==> config.mk <==
export PLATFORM = sky130hd
export DESIGN_NAME = rom_dn_sequencer
export DESIGN_NICKNAME = d
export VERILOG_FILES = /design/src/rtl/rom_dn_pkg.sv /design/src/rtl/dn_edge_det.sv /design/src/rtl/rom_dn_sequencer.sv
export SDC_FILE = /design/constraint.sdc
export NUM_CORES = 1
export LEC_CHECK = 0
export CORE_MARGIN = 3
export CORE_UTILIZATION = 45
export DETAILED_ROUTE_END_ITERATION = 16
export HOLD_SLACK_MARGIN = 0.03
export PLACE_DENSITY = 0.75
export SLEW_MARGIN = 20
export SYNTH_ARGS = -nofsm -noshare
export SYNTH_HDL_FRONTEND = slang
export SYNTH_SLANG_ARGS = --single-unit
==> constraint.sdc <==
create_clock -name clk -period 5.9 [get_ports clk]
set_clock_uncertainty 0.1 [all_clocks]
set_input_delay 0.59 -clock clk [delete_from_list [all_inputs] [get_ports clk]]
set_output_delay 0.59 -clock clk [all_outputs]
set_load 0.03 [all_outputs]
==> src/rtl/rom_dn_pkg.sv <==
// Shared types and defaults for the ROM download sequencer.
package rom_dn_pkg;

  typedef enum logic [2:0] {
    IDLE,
    LOAD,
    CHECK,
    SETTLE,
    RUN,
    FAIL
  } state_t;

  // Exact byte count of a complete ROM image.
  localparam logic [18:0] DEF_EXPECTED_LEN = 19'h1C200;

  // ioctl_index slot carrying the ROM image.
  localparam logic [7:0] DEF_ROM_INDEX = 8'd0;

endpackage

==> src/rtl/dn_edge_det.sv <==
// Rise/fall detector for ioctl_download against its value on the previous clock.
module dn_edge_det (
  input  logic clk,
  input  logic reset,
  input  logic din,
  output logic rise,
  output logic fall
);

  logic din_q;

  // Remember the previous level of the download flag.
  always_ff @(posedge clk or posedge reset) begin
    if (reset) din_q <= 1'b0;
    else       din_q <= din;
  end

  assign rise = din & ~din_q;
  assign fall = ~din & din_q;

endmodule

==> src/rtl/rom_dn_sequencer.sv <==
// ROM download sequencer: forwards the index-0 download stream to the core
// one cycle late, checks it is sequential and complete, and holds the core in
// reset until a valid image is present.
// Optional: define ROM_DN_CHECKSUM_EN to add a 16-bit byte-sum check (rom_sum).
module rom_dn_sequencer
  import rom_dn_pkg::*;
#(
  parameter int unsigned       ADDR_W        = 19,
  parameter logic [7:0]        ROM_INDEX     = DEF_ROM_INDEX,
  parameter logic [ADDR_W-1:0] EXPECTED_LEN  = ADDR_W'(DEF_EXPECTED_LEN),
  parameter int unsigned       SETTLE_CYCLES = 16
`ifdef ROM_DN_CHECKSUM_EN
  ,
  parameter logic [15:0]       EXPECTED_SUM  = 16'h0000
`endif
) (
  input  logic              clk,
  input  logic              reset,
  input  logic              ioctl_download,
  input  logic [7:0]        ioctl_index,
  input  logic              ioctl_wr,
  input  logic [24:0]       ioctl_addr,
  input  logic [7:0]        ioctl_dout,
  output logic [ADDR_W-1:0] dn_addr,
  output logic [7:0]        dn_data,
  output logic              dn_wr,
  output logic              core_reset,
  output logic              rom_ready,
  output logic              rom_error,
  output logic [ADDR_W:0]   byte_count
`ifdef ROM_DN_CHECKSUM_EN
  ,
  output logic [15:0]       rom_sum
`endif
);

  localparam int unsigned SC_W = $clog2(SETTLE_CYCLES + 1);

  state_t            state_q, state_d;
  logic              dl_rise, dl_fall;
  logic              rom_sel_q;
  logic              idx_match, rom_eff, start, accept, fwd, seq_bad, image_ok;
  logic              err_seq_q, err_base;
  logic [ADDR_W:0]   cnt_base;
  logic [SC_W-1:0]   settle_q;

  dn_edge_det u_edge (
    .clk   (clk),
    .reset (reset),
    .din   (ioctl_download),
    .rise  (dl_rise),
    .fall  (dl_fall)
  );

  // ROM-ness is decided at the download rising edge and held for the transfer;
  // during the rising-edge cycle itself the live index is used so a byte
  // arriving together with the rise is not lost.
  assign idx_match = (ioctl_index == ROM_INDEX);
  assign rom_eff   = dl_rise ? idx_match : rom_sel_q;
  assign start     = dl_rise & idx_match & (state_q != LOAD);
  assign accept    = ioctl_download & ioctl_wr & rom_eff & (start | (state_q == LOAD));

  // A new load clears count/error in the same cycle a first byte may land.
  assign cnt_base  = start ? '0 : byte_count;
  assign err_base  = start ? 1'b0 : err_seq_q;
  assign seq_bad   = (ioctl_addr != 25'(cnt_base)) | (ioctl_addr[24:ADDR_W] != '0);
  assign fwd       = accept & (ioctl_addr < 25'(EXPECTED_LEN));

`ifdef ROM_DN_CHECKSUM_EN
  logic [15:0] sum_q;

  // Wrapping sum of every accepted byte of the current load.
  always_ff @(posedge clk or posedge reset) begin
    if (reset)       sum_q <= '0;
    else if (accept) sum_q <= (start ? 16'h0000 : sum_q) + {8'h00, ioctl_dout};
    else if (start)  sum_q <= '0;
  end

  assign rom_sum  = sum_q;
  assign image_ok = (byte_count == (ADDR_W+1)'(EXPECTED_LEN)) & ~err_seq_q & (sum_q == EXPECTED_SUM);
`else
  assign image_ok = (byte_count == (ADDR_W+1)'(EXPECTED_LEN)) & ~err_seq_q;
`endif

  // Latch whether the current download is the ROM slot.
  always_ff @(posedge clk or posedge reset) begin
    if (reset)        rom_sel_q <= 1'b0;
    else if (dl_rise) rom_sel_q <= idx_match;
  end

  // Registered forward of accepted in-range bytes to the core.
  always_ff @(posedge clk or posedge reset) begin
    if (reset) begin
      dn_wr   <= 1'b0;
      dn_addr <= '0;
      dn_data <= '0;
    end else begin
      dn_wr <= fwd;
      if (fwd) begin
        dn_addr <= ioctl_addr[ADDR_W-1:0];
        dn_data <= ioctl_dout;
      end
    end
  end

  // Saturating byte counter and sticky sequence-error flag for the load.
  always_ff @(posedge clk or posedge reset) begin
    if (reset) begin
      byte_count <= '0;
      err_seq_q  <= 1'b0;
    end else if (accept) begin
      byte_count <= (cnt_base == '1) ? cnt_base : cnt_base + (ADDR_W+1)'(1);
      err_seq_q  <= err_base | seq_bad;
    end else if (start) begin
      byte_count <= '0;
      err_seq_q  <= 1'b0;
    end
  end

  // Settle counter runs only while in SETTLE.
  always_ff @(posedge clk or posedge reset) begin
    if (reset)                 settle_q <= '0;
    else if (state_q == SETTLE) settle_q <= settle_q + SC_W'(1);
    else                       settle_q <= '0;
  end

  // State register plus status outputs registered from the next state.
  always_ff @(posedge clk or posedge reset) begin
    if (reset) begin
      state_q    <= IDLE;
      core_reset <= 1'b1;
      rom_ready  <= 1'b0;
      rom_error  <= 1'b0;
    end else begin
      state_q    <= state_d;
      core_reset <= (state_d != RUN);
      rom_ready  <= (state_d == RUN);
      rom_error  <= (state_d == FAIL);
    end
  end

  // Next-state logic; a new ROM download restarts the load from any state.
  always_comb begin
    state_d = state_q;
    case (state_q)
      IDLE, RUN, FAIL: state_d = state_q;
      LOAD:            if (dl_fall) state_d = CHECK;
      CHECK:           state_d = image_ok ? SETTLE : FAIL;
      SETTLE:          if (settle_q == SC_W'(SETTLE_CYCLES - 1)) state_d = RUN;
      default:         state_d = IDLE;
    endcase
    if (start) state_d = LOAD;
  end

endmodule

==> flow_results.xml <==
<?xml version="1.0" encoding="UTF-8"?>
<metrics>
  <group name="die">
    <metric name="floorplan.io_pins" unit="">96</metric>
    <metric name="number_of_core_rows" unit="">30</metric>
    <metric name="die_area" unit="µm²">8360</metric>
    <metric name="die_y" unit="µm">91.4</metric>
    <metric name="initial_utilization" unit="%">47.3</metric>
    <metric name="placeableCoreArea" unit="µm²">6940</metric>
    <metric name="fp.dieW" unit="µm">91.4</metric>
  </group>
  <group name="drt">
    <metric name="drt-initial-drc-count" unit="">212</metric>
    <metric name="drt_pre_antenna_iters" unit="">5</metric>
    <metric name="num_vias" unit="">2981</metric>
    <metric name="routed_wirelength" unit="µm">9140</metric>
    <metric name="wl_per_cell" unit="µm">17.8</metric>
    <metric name="post_drt_via_cell_ratio" unit="">5.80</metric>
    <metric name="drt_drc_violations_left" unit="">0</metric>
    <metric name="detail-route-antenna-nets" unit="">0</metric>
  </group>
  <group name="flow_run">
    <metric name="drv_cap" unit="">0</metric>
  </group>
  <group name="setup_path">
    <metric name="regToRegSetupSlack" unit="ns">2.14</metric>
    <metric name="worst-r2r-cell-count" unit="">8</metric>
    <metric name="reg2reg_to" unit="">byte_count[1]</metric>
    <metric name="cp.required" unit="ns">6.06</metric>
    <metric name="timing.critical_path.cells" unit="">clkdlybuf4s50_1, or4_1, or4_1, and2_1, ha_1, nand4_1, nor3_1, or4_1, a21oi_1</metric>
    <metric name="worstSetupEndpointType" unit="">flop</metric>
    <metric name="criticalPathCategory" unit="">in2reg</metric>
    <metric name="crit_start" unit="">ioctl_index[5]</metric>
    <metric name="timing.critical_path.to" unit="">byte_count[5]</metric>
    <metric name="cp.depth" unit="">9</metric>
    <metric name="timing.critical_path.slowest_cell_delay" unit="ns">0.94</metric>
    <metric name="r2r-start" unit="">state_q[0]</metric>
    <metric name="crit_arrival" unit="ns">4.26</metric>
    <metric name="worstPathMaxFanout" unit="">21</metric>
    <metric name="cp_common_cell" unit="">sky130_fd_sc_hd__or4_1</metric>
    <metric name="critical_path.top_delay_family" unit="">simple AND/OR/NAND/NOR gates</metric>
    <metric name="worstPathBufferInverterCount" unit="">1</metric>
    <metric name="setup.worst_path.start_class" unit="">input port</metric>
    <metric name="timing.critical_path.slowest_stage_cell" unit="">sky130_fd_sc_hd__or4_1</metric>
  </group>
  <group name="timing">
    <metric name="final-setup-viol-count" unit="">0</metric>
    <metric name="setup_ws" unit="ns">1.79</metric>
    <metric name="hold_violations" unit="">0</metric>
    <metric name="fin_crit" unit="ns">4.11</metric>
    <metric name="grt_setup_unrepaired" unit="">false</metric>
    <metric name="fmax" unit="GHz">0.244</metric>
    <metric name="setup-tns-final" unit="ns">0</metric>
    <metric name="worst-slew-pin-transition" unit="ns">0.773</metric>
    <metric name="finalCritPeriodShare" unit="%">69.6</metric>
    <metric name="report.final.slew_viol_count" unit="">0</metric>
    <metric name="maxSlewHeadroom" unit="%">48.5</metric>
  </group>
  <group name="power_and_ir_drop">
    <metric name="power.sequential.fraction" unit="%">46.9</metric>
    <metric name="p_sw_share" unit="%">26.2</metric>
    <metric name="net-switching-power" unit="µW">262</metric>
    <metric name="clkPwrFrac" unit="%">38.0</metric>
    <metric name="p_int" unit="µW">738</metric>
    <metric name="max-vdd-ir-drop" unit="mV">0.137</metric>
    <metric name="combinationalPowerShare" unit="%">15.1</metric>
    <metric name="p_leak" unit="µW">0.00193</metric>
    <metric name="p_per_area" unit="nW/µm²">221</metric>
  </group>
  <group name="grt">
    <metric name="globalRouteMet2Util" unit="%">36.0</metric>
    <metric name="grt.met1_usage" unit="%">30.6</metric>
    <metric name="global_route.overflow_total" unit="">0</metric>
    <metric name="antenna_found_initial" unit="">0</metric>
    <metric name="grtUsageTotal" unit="%">22.7</metric>
    <metric name="global_route_wire_length_before_repair" unit="µm">15200</metric>
    <metric name="grt.met3_usage" unit="%">5.39</metric>
    <metric name="first_global_vias" unit="">2953</metric>
    <metric name="most_congested_layer_reported_by_global_routing" unit="">met2</metric>
    <metric name="grt_max_degree" unit="">63</metric>
  </group>
  <group name="worst_hold_path">
    <metric name="hold_path.class" unit="">reg2reg</metric>
  </group>
  <group name="yosys">
    <metric name="yosysWarningCount" unit="">0</metric>
    <metric name="synth-async-reset-ratio" unit="%">100</metric>
    <metric name="netlist-cell-type-count" unit="">56</metric>
    <metric name="post-synth-top-count-cell" unit="">sky130_fd_sc_hd__dfrtp_1</metric>
    <metric name="dominantRegCellSynth" unit="">sky130_fd_sc_hd__dfrtp_1</metric>
    <metric name="avgSynthCellArea" unit="µm²">10.4</metric>
    <metric name="part_of_the_yosys_area_used_for_sequential_elements" unit="%">47.3</metric>
    <metric name="cells_after_synthesis" unit="">316</metric>
    <metric name="synth_common_cells" unit="">sky130_fd_sc_hd__dfrtp_1, sky130_fd_sc_hd__nand2_1, sky130_fd_sc_hd__nor2_1, sky130_fd_sc_hd__mux2_1, sky130_fd_sc_hd__inv_1</metric>
    <metric name="mapped_area" unit="µm²">3280</metric>
    <metric name="synth.area.top_cells" unit="">sky130_fd_sc_hd__dfrtp_1, sky130_fd_sc_hd__mux2_1, sky130_fd_sc_hd__mux2_2</metric>
    <metric name="synth_area_leader_cell" unit="">sky130_fd_sc_hd__dfrtp_1</metric>
    <metric name="postSynthNetCount" unit="">364</metric>
    <metric name="netlist.area_leader.share" unit="%">46.5</metric>
    <metric name="number_of_synthesized_flops_with_an_enable_pin" unit="">0</metric>
    <metric name="synth_seq_cells" unit="">62</metric>
  </group>
  <group name="clock_network">
    <metric name="clockRootBuffer" unit="">sky130_fd_sc_hd__clkbuf_8</metric>
    <metric name="cts_resized" unit="">0</metric>
    <metric name="tritoncts_num_sinks" unit="">62</metric>
    <metric name="h-tree-depth" unit="">3</metric>
    <metric name="cts_tree" unit="">built</metric>
    <metric name="cts_hold_buf" unit="">0</metric>
    <metric name="insertion_delay_to_the_later_sink_of_the_worst_skew_pair" unit="ns">0.33</metric>
    <metric name="cts_bufs_inserted" unit="">9</metric>
    <metric name="cts.path.max_buffers" unit="">2</metric>
    <metric name="clk_transition_reported_paths" unit="ns">0.07</metric>
    <metric name="post_cts_buffers" unit="">0</metric>
  </group>
  <group name="final_layout">
    <metric name="layout.nets" unit="">461</metric>
    <metric name="area_growth" unit="%">37.6</metric>
    <metric name="antenna-diode-count" unit="">0</metric>
    <metric name="drive_gt1_share" unit="%">8.13</metric>
    <metric name="num-fill-cells" unit="">554</metric>
  </group>
  <group name="placed_design">
    <metric name="placement.io_buffers" unit="">95</metric>
    <metric name="dp_hpwl" unit="µm">6680</metric>
    <metric name="place.gp.congestion" unit="">0.946</metric>
    <metric name="pre_cts_slack" unit="ns">1.50</metric>
  </group>
  <group name="run_status">
    <metric name="outcome" unit="">finished, final reports clean</metric>
  </group>
</metrics>
-- cell usage in the layout (no fill, tap or decap), types with 3 or more instances in the layout --
cell type	n
sky130_fd_sc_hd__mux2i_1	7
sky130_fd_sc_hd__nand2_1	25
sky130_fd_sc_hd__nor2b_1	8
sky130_fd_sc_hd__xnor2_1	4
sky130_fd_sc_hd__clkbuf_8	11
sky130_fd_sc_hd__xor2_1	7
sky130_fd_sc_hd__o22ai_1	5
sky130_fd_sc_hd__buf_4	3
sky130_fd_sc_hd__and2_1	4
sky130_fd_sc_hd__or4_1	9
sky130_fd_sc_hd__o21ai_0	4
sky130_fd_sc_hd__nand2b_1	7
sky130_fd_sc_hd__o31ai_1	7
sky130_fd_sc_hd__dfrtp_1	61
sky130_fd_sc_hd__nand4_1	12
sky130_fd_sc_hd__inv_1	15
sky130_fd_sc_hd__mux2_2	9
sky130_fd_sc_hd__mux2_1	17
sky130_fd_sc_hd__and3_1	5
sky130_fd_sc_hd__a21oi_1	8
sky130_fd_sc_hd__nor3_1	7
sky130_fd_sc_hd__clkdlybuf4s50_1	95
sky130_fd_sc_hd__nand3_1	8
sky130_fd_sc_hd__nor2_1	21
sky130_fd_sc_hd__ha_1	3
sky130_fd_sc_hd__nor4_1	11
sky130_fd_sc_hd__and4_1	6
-- cell families after synthesis --
logic type	count (synthesis)	share of synthesized area [%]
AND/OR/NAND/NOR	133	22.6
flip-flops	62	47.3
AO/OA/AOI/OAI	46	11.1
multiplexers	33	11.1
buffers and inverters	28	3.89
XOR/XNOR	11	2.93
adder cells (fa/ha/maj)	3	1.14
-- power by group through the flow --
stage | Sequential, µW | Clock, µW | Combinational (µW)
3_5_place_dp | 476 | 0 | 150
5_1_grt | 473 | 407 | 164
2_1_floorplan | 493 | 0 | 58.1
6_report | 469 | 380 | 151
4_1_cts | 468 | 385 | 151
3_3_place_gp | 475 | 0 | 148
-- worst reg2reg max path, cell delays in order, from the launching register on --
cell	delay (ns)
sky130_fd_sc_hd__dfrtp_1	0.49
sky130_fd_sc_hd__nor3b_1	0.51
sky130_fd_sc_hd__or4_1	0.68
sky130_fd_sc_hd__and2_1	0.27
sky130_fd_sc_hd__ha_1	0.23
sky130_fd_sc_hd__nand4_1	0.23
sky130_fd_sc_hd__nor3_1	0.68
sky130_fd_sc_hd__nor2_1	0.15
sky130_fd_sc_hd__mux2_2	0.30
-- cell type report --
| type | instances | area [µm²] | area share (%) |
|---|---|---|---|
| multi-input combinational | 226 | 1610 | 35.6 |
| sequential | 62 | 1550 | 34.4 |
| timing repair buffer | 98 | 973 | 21.6 |
| clock buffer | 13 | 159 | 3.52 |
| tap | 96 | 120 | 2.66 |
| inverter | 16 | 60.1 | 1.33 |
| clock inverter | 3 | 42.5 | 0.942 |
-- how the worst min path moves through the flow --
stage / start / endpoint / slack (ns) / cells past startpoint
final: settle_q[0] / settle_q[0] / 0.36 / 1
after global routing: settle_q[0] / settle_q[0] / 0.39 / 1
after CTS: settle_q[0] / settle_q[0] / 0.37 / 1
after detailed placement: settle_q[0] / settle_q[0] / 0.36 / 1
after global placement: settle_q[0] / settle_q[0] / 0.35 / 1
after floorplan: settle_q[0] / settle_q[0] / 0.33 / 1
-- sequential cells by signal (all words and copies together), names as in the netlist, 3 cells and up --
signal,cells
byte_count,20
dn_addr,19
dn_data,8
settle_q,5
state_q,3
-- routing by layer --
| metal | routed length, µm | vias up |
|---|---|---|
| li1 | - | 1372 |
| met3 | 680 | 20 |
| met4 | 148 | 0 |
| met2 | 4420 | 134 |
| met1 | 3890 | 1455 |
| met5 | 0 | - |
-- stage by stage --
step | instance area, µm² | utilization, % | total power [µW] | hold slack [ns] | std cells
3_3_place_gp | 4320 | 62.1 | 623 | 0.349 | 498
5_1_grt | 4520 | 65.0 | 1040 | 0.390 | 514
6_report | 4520 | 65.0 | 1000 | 0.364 | 514
3_5_place_dp | 4320 | 62.1 | 626 | 0.362 | 498
2_1_floorplan | 3280 | - | 551 | 0.333 | 316
4_1_cts | 4520 | 65.0 | 1000 | 0.371 | 514
Power figures use the tool's default switching activity.
